## config.mk

```make
export PLATFORM = sky130hd
export DESIGN_NAME = seizure_decision
export DESIGN_NICKNAME = d
export VERILOG_FILES = /design/src/rtl/seizure_decision.sv
export SDC_FILE = /design/constraint.sdc
export NUM_CORES = 1
export LEC_CHECK = 0
export CORE_ASPECT_RATIO = 1.4
export CORE_UTILIZATION = 25
export DETAILED_ROUTE_END_ITERATION = 16
export GPL_ROUTABILITY_DRIVEN = 1
export GPL_TIMING_DRIVEN = 0
export PLACE_DENSITY = 0.57
export RECOVER_POWER = 50
export SLEW_MARGIN = 20
export SYNTH_ARGS = -nofsm -noshare
export SYNTH_HDL_FRONTEND = slang
export SYNTH_SLANG_ARGS = --single-unit
```

## constraint.sdc

```tcl
create_clock -name clk -period 2 [get_ports clk]
set_input_delay 0.6 -clock clk [delete_from_list [all_inputs] [get_ports clk]]
set_output_delay 0.6 -clock clk [all_outputs]
set_load 0.1 [all_outputs]
```

## src/rtl/seizure_decision.sv

```systemverilog
// ----------------------------------------------------------------------------
// seizure_decision
//
// Purpose:
//    Turns the per-epoch weighted sum (signed, scaled by 2^10) into a stable
//    seizure alarm. Each accepted epoch is classified against THRESHOLD. A run
//    of ONSET_COUNT consecutive positive epochs raises the alarm. A run of
//    HOLD_COUNT consecutive negative epochs drops it again. Cycles without
//    sum_valid are bubbles: they change no state and do not break a run.
//
// Ports:
//    clk            in   system clock, rising edge
//    rst            in   asynchronous, active-high reset
//    sum_in         in   signed weighted sum for the current epoch (WIDTH bits)
//    sum_valid      in   sum_in carries an epoch this cycle
//    clear          in   synchronous soft clear; overrides sum_valid
//    epoch_pos      out  class of the last accepted epoch (1 = positive)
//    decision_valid out  one-cycle pulse, one cycle after each accepted epoch
//    alarm          out  debounced alarm level
//    alarm_start    out  one-cycle pulse when the alarm rises
//    pos_count      out  consecutive-positive progress while arming
//    event_count    out  number of alarm onsets, saturating (EVT_W bits)
//
// All outputs are registered. An epoch's effect appears one cycle after
// its sum_valid cycle.
// ----------------------------------------------------------------------------
module seizure_decision #(
   parameter int WIDTH       = 12,
   parameter int THRESHOLD   = 512,
   parameter int ONSET_COUNT = 3,
   parameter int HOLD_COUNT  = 8,
   parameter int EVT_W       = 8
) (
   input  logic             clk,
   input  logic             rst,
   input  logic [WIDTH-1:0] sum_in,
   input  logic             sum_valid,
   input  logic             clear,
   output logic             epoch_pos,
   output logic             decision_valid,
   output logic             alarm,
   output logic             alarm_start,
   output logic [3:0]       pos_count,
   output logic [EVT_W-1:0] event_count
);

   typedef enum logic [1:0] {
      S_IDLE   = 2'd0,
      S_ARMING = 2'd1,
      S_ALARM  = 2'd2
   } state_t;

   // Constants are resized once so the datapath compares equal widths.
   localparam logic signed [WIDTH-1:0] THRESH_C  = WIDTH'(THRESHOLD);
   localparam logic [3:0]              ONSET_C   = 4'(ONSET_COUNT);
   localparam logic [3:0]              HOLD_C    = 4'(HOLD_COUNT);
   localparam logic [EVT_W-1:0]        EVT_MAX_C = {EVT_W{1'b1}};
   localparam logic [EVT_W-1:0]        EVT_ONE_C = {{(EVT_W-1){1'b0}}, 1'b1};
   localparam logic [EVT_W-1:0]        EVT_ZERO_C = {EVT_W{1'b0}};

   // Registered state and outputs.
   state_t           state_q,       state_d;
   logic [3:0]       hold_q,        hold_d;
   logic [3:0]       pos_cnt_q,     pos_cnt_d;
   logic [EVT_W-1:0] evt_q,         evt_d;
   logic             epoch_pos_q,   epoch_pos_d;
   logic             dv_q,          dv_d;
   logic             alarm_q,       alarm_d;
   logic             alarm_start_q, alarm_start_d;

   // Epoch classification and onset request.
   logic             pos_s;
   logic             onset_s;
   logic [3:0]       pos_cnt_inc_s;

   // Signed compare: every negative sum falls below a positive threshold.
   assign pos_s = ($signed(sum_in) >= THRESH_C);

   // pos_count never exceeds ONSET_COUNT-1 (<= 14), so the increment cannot wrap.
   assign pos_cnt_inc_s = pos_cnt_q + 4'd1;

   // Next-state logic for the decision FSM, counters and output registers.
   always_comb begin
      state_d       = state_q;
      hold_d        = hold_q;
      pos_cnt_d     = pos_cnt_q;
      evt_d         = evt_q;
      epoch_pos_d   = epoch_pos_q;
      alarm_d       = alarm_q;
      alarm_start_d = 1'b0;
      dv_d          = 1'b0;
      onset_s       = 1'b0;

      if (clear) begin
         // The epoch presented with clear is dropped, so no decision pulse.
         state_d     = S_IDLE;
         hold_d      = 4'd0;
         pos_cnt_d   = 4'd0;
         evt_d       = EVT_ZERO_C;
         epoch_pos_d = 1'b0;
         alarm_d     = 1'b0;
      end else if (sum_valid) begin
         dv_d        = 1'b1;
         epoch_pos_d = pos_s;

         case (state_q)
            S_IDLE: begin
               if (pos_s) begin
                  if (ONSET_C == 4'd1) begin
                     onset_s = 1'b1;
                  end else begin
                     state_d   = S_ARMING;
                     pos_cnt_d = 4'd1;
                  end
               end else begin
                  pos_cnt_d = 4'd0;
               end
            end

            S_ARMING: begin
               if (pos_s) begin
                  if (pos_cnt_inc_s == ONSET_C) begin
                     onset_s = 1'b1;
                  end else begin
                     pos_cnt_d = pos_cnt_inc_s;
                  end
               end else begin
                  // A negative epoch breaks the run; the count is not kept.
                  state_d   = S_IDLE;
                  pos_cnt_d = 4'd0;
               end
            end

            S_ALARM: begin
               if (pos_s) begin
                  // Any positive epoch restarts the offset hold window.
                  hold_d = HOLD_C;
               end else if (hold_q > 4'd1) begin
                  hold_d = hold_q - 4'd1;
               end else begin
                  state_d   = S_IDLE;
                  alarm_d   = 1'b0;
                  hold_d    = 4'd0;
                  pos_cnt_d = 4'd0;
               end
            end

            default: begin
               // Unreachable encoding: recover to a quiet IDLE.
               state_d   = S_IDLE;
               alarm_d   = 1'b0;
               hold_d    = 4'd0;
               pos_cnt_d = 4'd0;
            end
         endcase

         if (onset_s) begin
            state_d       = S_ALARM;
            alarm_d       = 1'b1;
            alarm_start_d = 1'b1;
            hold_d        = HOLD_C;
            pos_cnt_d     = 4'd0;
            // Saturate rather than wrap so the host never sees a false low count.
            if (evt_q != EVT_MAX_C) begin
               evt_d = evt_q + EVT_ONE_C;
            end else begin
               evt_d = evt_q;
            end
         end else begin
            alarm_start_d = 1'b0;
         end
      end else begin
         // Bubble: hold everything; pulses fall back to zero via defaults.
         state_d = state_q;
      end
   end

   // State and output registers with asynchronous reset.
   always_ff @(posedge clk or posedge rst) begin
      if (rst) begin
         state_q       <= S_IDLE;
         hold_q        <= 4'd0;
         pos_cnt_q     <= 4'd0;
         evt_q         <= EVT_ZERO_C;
         epoch_pos_q   <= 1'b0;
         dv_q          <= 1'b0;
         alarm_q       <= 1'b0;
         alarm_start_q <= 1'b0;
      end else begin
         state_q       <= state_d;
         hold_q        <= hold_d;
         pos_cnt_q     <= pos_cnt_d;
         evt_q         <= evt_d;
         epoch_pos_q   <= epoch_pos_d;
         dv_q          <= dv_d;
         alarm_q       <= alarm_d;
         alarm_start_q <= alarm_start_d;
      end
   end

   assign epoch_pos      = epoch_pos_q;
   assign decision_valid = dv_q;
   assign alarm          = alarm_q;
   assign alarm_start    = alarm_start_q;
   assign pos_count      = pos_cnt_q;
   assign event_count    = evt_q;

endmodule

```

==> results_dict.tcl <==
set metrics [dict create \
    outcome "finished with violations" \
    violations "negative setup slack" \
    place.gp.congestion 0.737 \
    start_kind "register" \
    syn_area_um2 1380 \
    final-seq-area_um2 569 \
    port_buffers 22 \
    crit_slowest_cell "or4_4" \
    critical_path_required_ns 2.16 \
    num_vias 1230 \
    rsz0062_at_grt "true" \
    async_flop_share_pct 100 \
    drive_above_1_share_pct 44.4 \
    gr-usage-all-layers_pct 12.7 \
    antennaDiodeCount 0 \
    first_pass_iters 5 \
    ys_seq_area_share_pct 39.8 \
    clockPowerShare_pct 42.9 \
    drtIter0Drc 26 \
    synthesis.nets 158 \
    globalRouteOverflowTotal 0 \
    synth_ff_type "dfrtp_1" \
    drv_slew 0 \
    dp_hpwl_mm 2.34 \
    sw_frac_of_total_pct 24.5 \
    instances_no_fill 246 \
    area_growth_pct 50.2 \
    stdcell_area_um2 2080 \
    viasPerCell 5.00 \
    setup-violations-final 11 \
    dp.cells 225 \
    row_count 31 \
    hold_class "reg2reg" \
    drc 0 \
    cpPeakStageDelay_ns 0.53 \
    setup_ws_ns -0.165 \
    start_util_pct 26.4 \
    worst-path-buf-inv 3 \
    p_leak_nw 0.834 \
    avgSynthCellArea_um2 10.1 \
    finalCritPeriodShare_pct 108 \
    clk_pin_slew_ns 0.09 \
    cts.sinks 22 \
    ant_nets 0 \
    maxCapViolCount 0 \
    hold_buffers 0 \
    p_seq_share_pct 45.6 \
    timing.fmax_mhz 462 \
    grt_pass1_wl_mm 5.84 \
    die_h_um 90.0 \
    layout_commonest_cell "buf_4" \
    crit_path_cell_trace "inv_2, ha_4, nand2_2, or4_4, buf_8, buf_12, nor4_4, mux2_4" \
    routedWlPerCell_um 14.2 \
    synth_cell_types 49 \
    slew_headroom_pct 41.9 \
    grt_max_degree 23 \
    p_comb_share_pct 11.5 \
    cts-root-buf "clkbuf_8" \
    hold_viol 0 \
    fin_crit_ns 2.17 \
    clk_path_buf_depth 2 \
    fillers 525 \
    ys_ff_latch 22 \
    chipWidth_um 64.9 \
    core_area_um2 5240 \
    p_sw_uw 244 \
    fin_skew_ns 0.00546 \
    worstSkewPairLatency_ns 0.27 \
    cp_max_fo 7 \
    intPower_uw 754 \
    irDropWorstVdd_mv 0.222 \
    pwr_density_cell_nw_per_um2 481 \
    synthCells 137 \
    path_delay_family "simple AND/OR/NAND/NOR gates" \
    drt-total-wl_mm 3.49 \
    synth_warnings 0 \
    worst_setup_path_end_kind "register" \
    dieArea_um2 5840 \
    multi_input_area_um2 906 \
    cts_tree "done" \
    antenna_found_initial 0 \
    synth-edff-count 0 \
    io_pins 32 \
    cts_buffers 3 \
    tightest_slew_ns 0.870 \
    nNetsFinal 202 \
    cts_htree_levels 1 \
    cp.arrival_ns 2.32 \
    crit_type "reg2reg" \
    final_cell_mix "buf_4 (17), clkdlybuf4s15_2 (15), nor2_1 (12)" \
    postPlaceCellArea_um2 1720 \
    grt_pass1_vias 1235 \
]
==> synth_stat cells (4+ instances only) <==
cell | n | area, µm²
dfrtp_1 | 22 | 551
nor2_1 | 13 | 48.8
nand2_1 | 4 | 15.0
ha_1 | 5 | 62.6
mux2_2 | 4 | 45.0
nand3_1 | 5 | 25.0
nor2b_1 | 5 | 31.3
a21oi_1 | 5 | 25.0
clkbuf_1 | 4 | 15.0
nand4_1 | 5 | 31.3
inv_1 | 7 | 26.3
and3_1 | 4 | 25.0
nand2b_1 | 4 | 25.0
nor3_1 | 5 | 25.0
==> through the flow <==
stage / total power [mW] / setup TNS (ns) / utilization [%] / hold WS (ns) / worst slack (ns)
after global routing: 1.04 / -2.24 / 39.7 / 0.572 / -0.226
after CTS: 1.00 / -1.01 / 37.2 / 0.547 / -0.181
after global placement: 0.569 / -10.43 / 32.9 / 0.518 / -0.658
after detailed placement: 0.569 / -10.55 / 32.9 / 0.525 / -0.671
after floorplan: 0.530 / -1.61 / - / 0.499 / -0.286
final: 0.998 / -1.38 / 39.7 / 0.537 / -0.165
==> layer usage <==
metal	GRT usage (%)	up-vias	wire length, µm
li1	-	597	-
met1	16.0	593	1510
met2	21.9	36	1820
met3	1.52	4	126
met4	3.89	0	34
met5	0	-	0
==> worst register-to-register path, delay by kind of cell, from the launching register on <==
family	cells	cell delay, ns
fa+ha+maj	1	0.13
buf+inv	3	0.37
flops	1	0.52
mux	1	0.32
simple gates	3	0.72
==> state kept, by name, indices dropped and copies added, names as in the netlist <==
register,cells
alarm,1
pos_count,4
event_count,8
alarm_start,1
epoch_pos,1
hold_q,4
state_q,2
decision_valid,1
==> final timing paths <==
kind | slack (ns) | cells after the start | end | startpoint
max in group asynchronous | 0.43 | 2 | pos_count[1] | rst
worst min-delay path | 0.54 | 2 | epoch_pos | epoch_pos
worst max register to register | -0.17 | 8 | event_count[4] | pos_count[0]
worst max-delay path | -0.17 | 8 | event_count[4] | pos_count[0]
min in group asynchronous | 0.94 | 2 | pos_count[2] | rst
worst min register to register | 0.54 | 2 | epoch_pos | epoch_pos
==> power by group through the flow <==
stage	combinational, mW	sequential, mW	clock [mW]
2_1_floorplan	0.0437	0.487	0
3_3_place_gp	0.104	0.464	0
3_5_place_dp	0.105	0.464	0
4_1_cts	0.109	0.455	0.438
5_1_grt	0.125	0.456	0.454
6_report	0.115	0.455	0.429
==> kinds of logic after synthesis <==
logic type,after synthesis,synth area share (%)
AOI/OAI and AO/OA,26,15.2
xor gates and xnor gates,3,1.90
adders and majority gates,5,4.52
muxes,10,7.87
and+or+nand+nor,58,26.5
DFF,22,39.8
buffers and inverters,13,4.16
==> cell type report <==
type,instances,share of cell area (%)
clock inverters,1,1.45
repair buffers,39,18.3
well taps,66,3.98
multi-input cells,102,43.6
flip-flops and latches,22,27.4
inverters,7,1.27
clock buffers,3,1.99
plain buffers,6,2.05
==> what timing repair did <==
action,4_1_cts,5_1_grt
gates resized for setup,65,18
setup endpoints to repair,31,15
buffers inserted,8,9
pin swaps,8,8
Power figures use the tool's default switching activity.
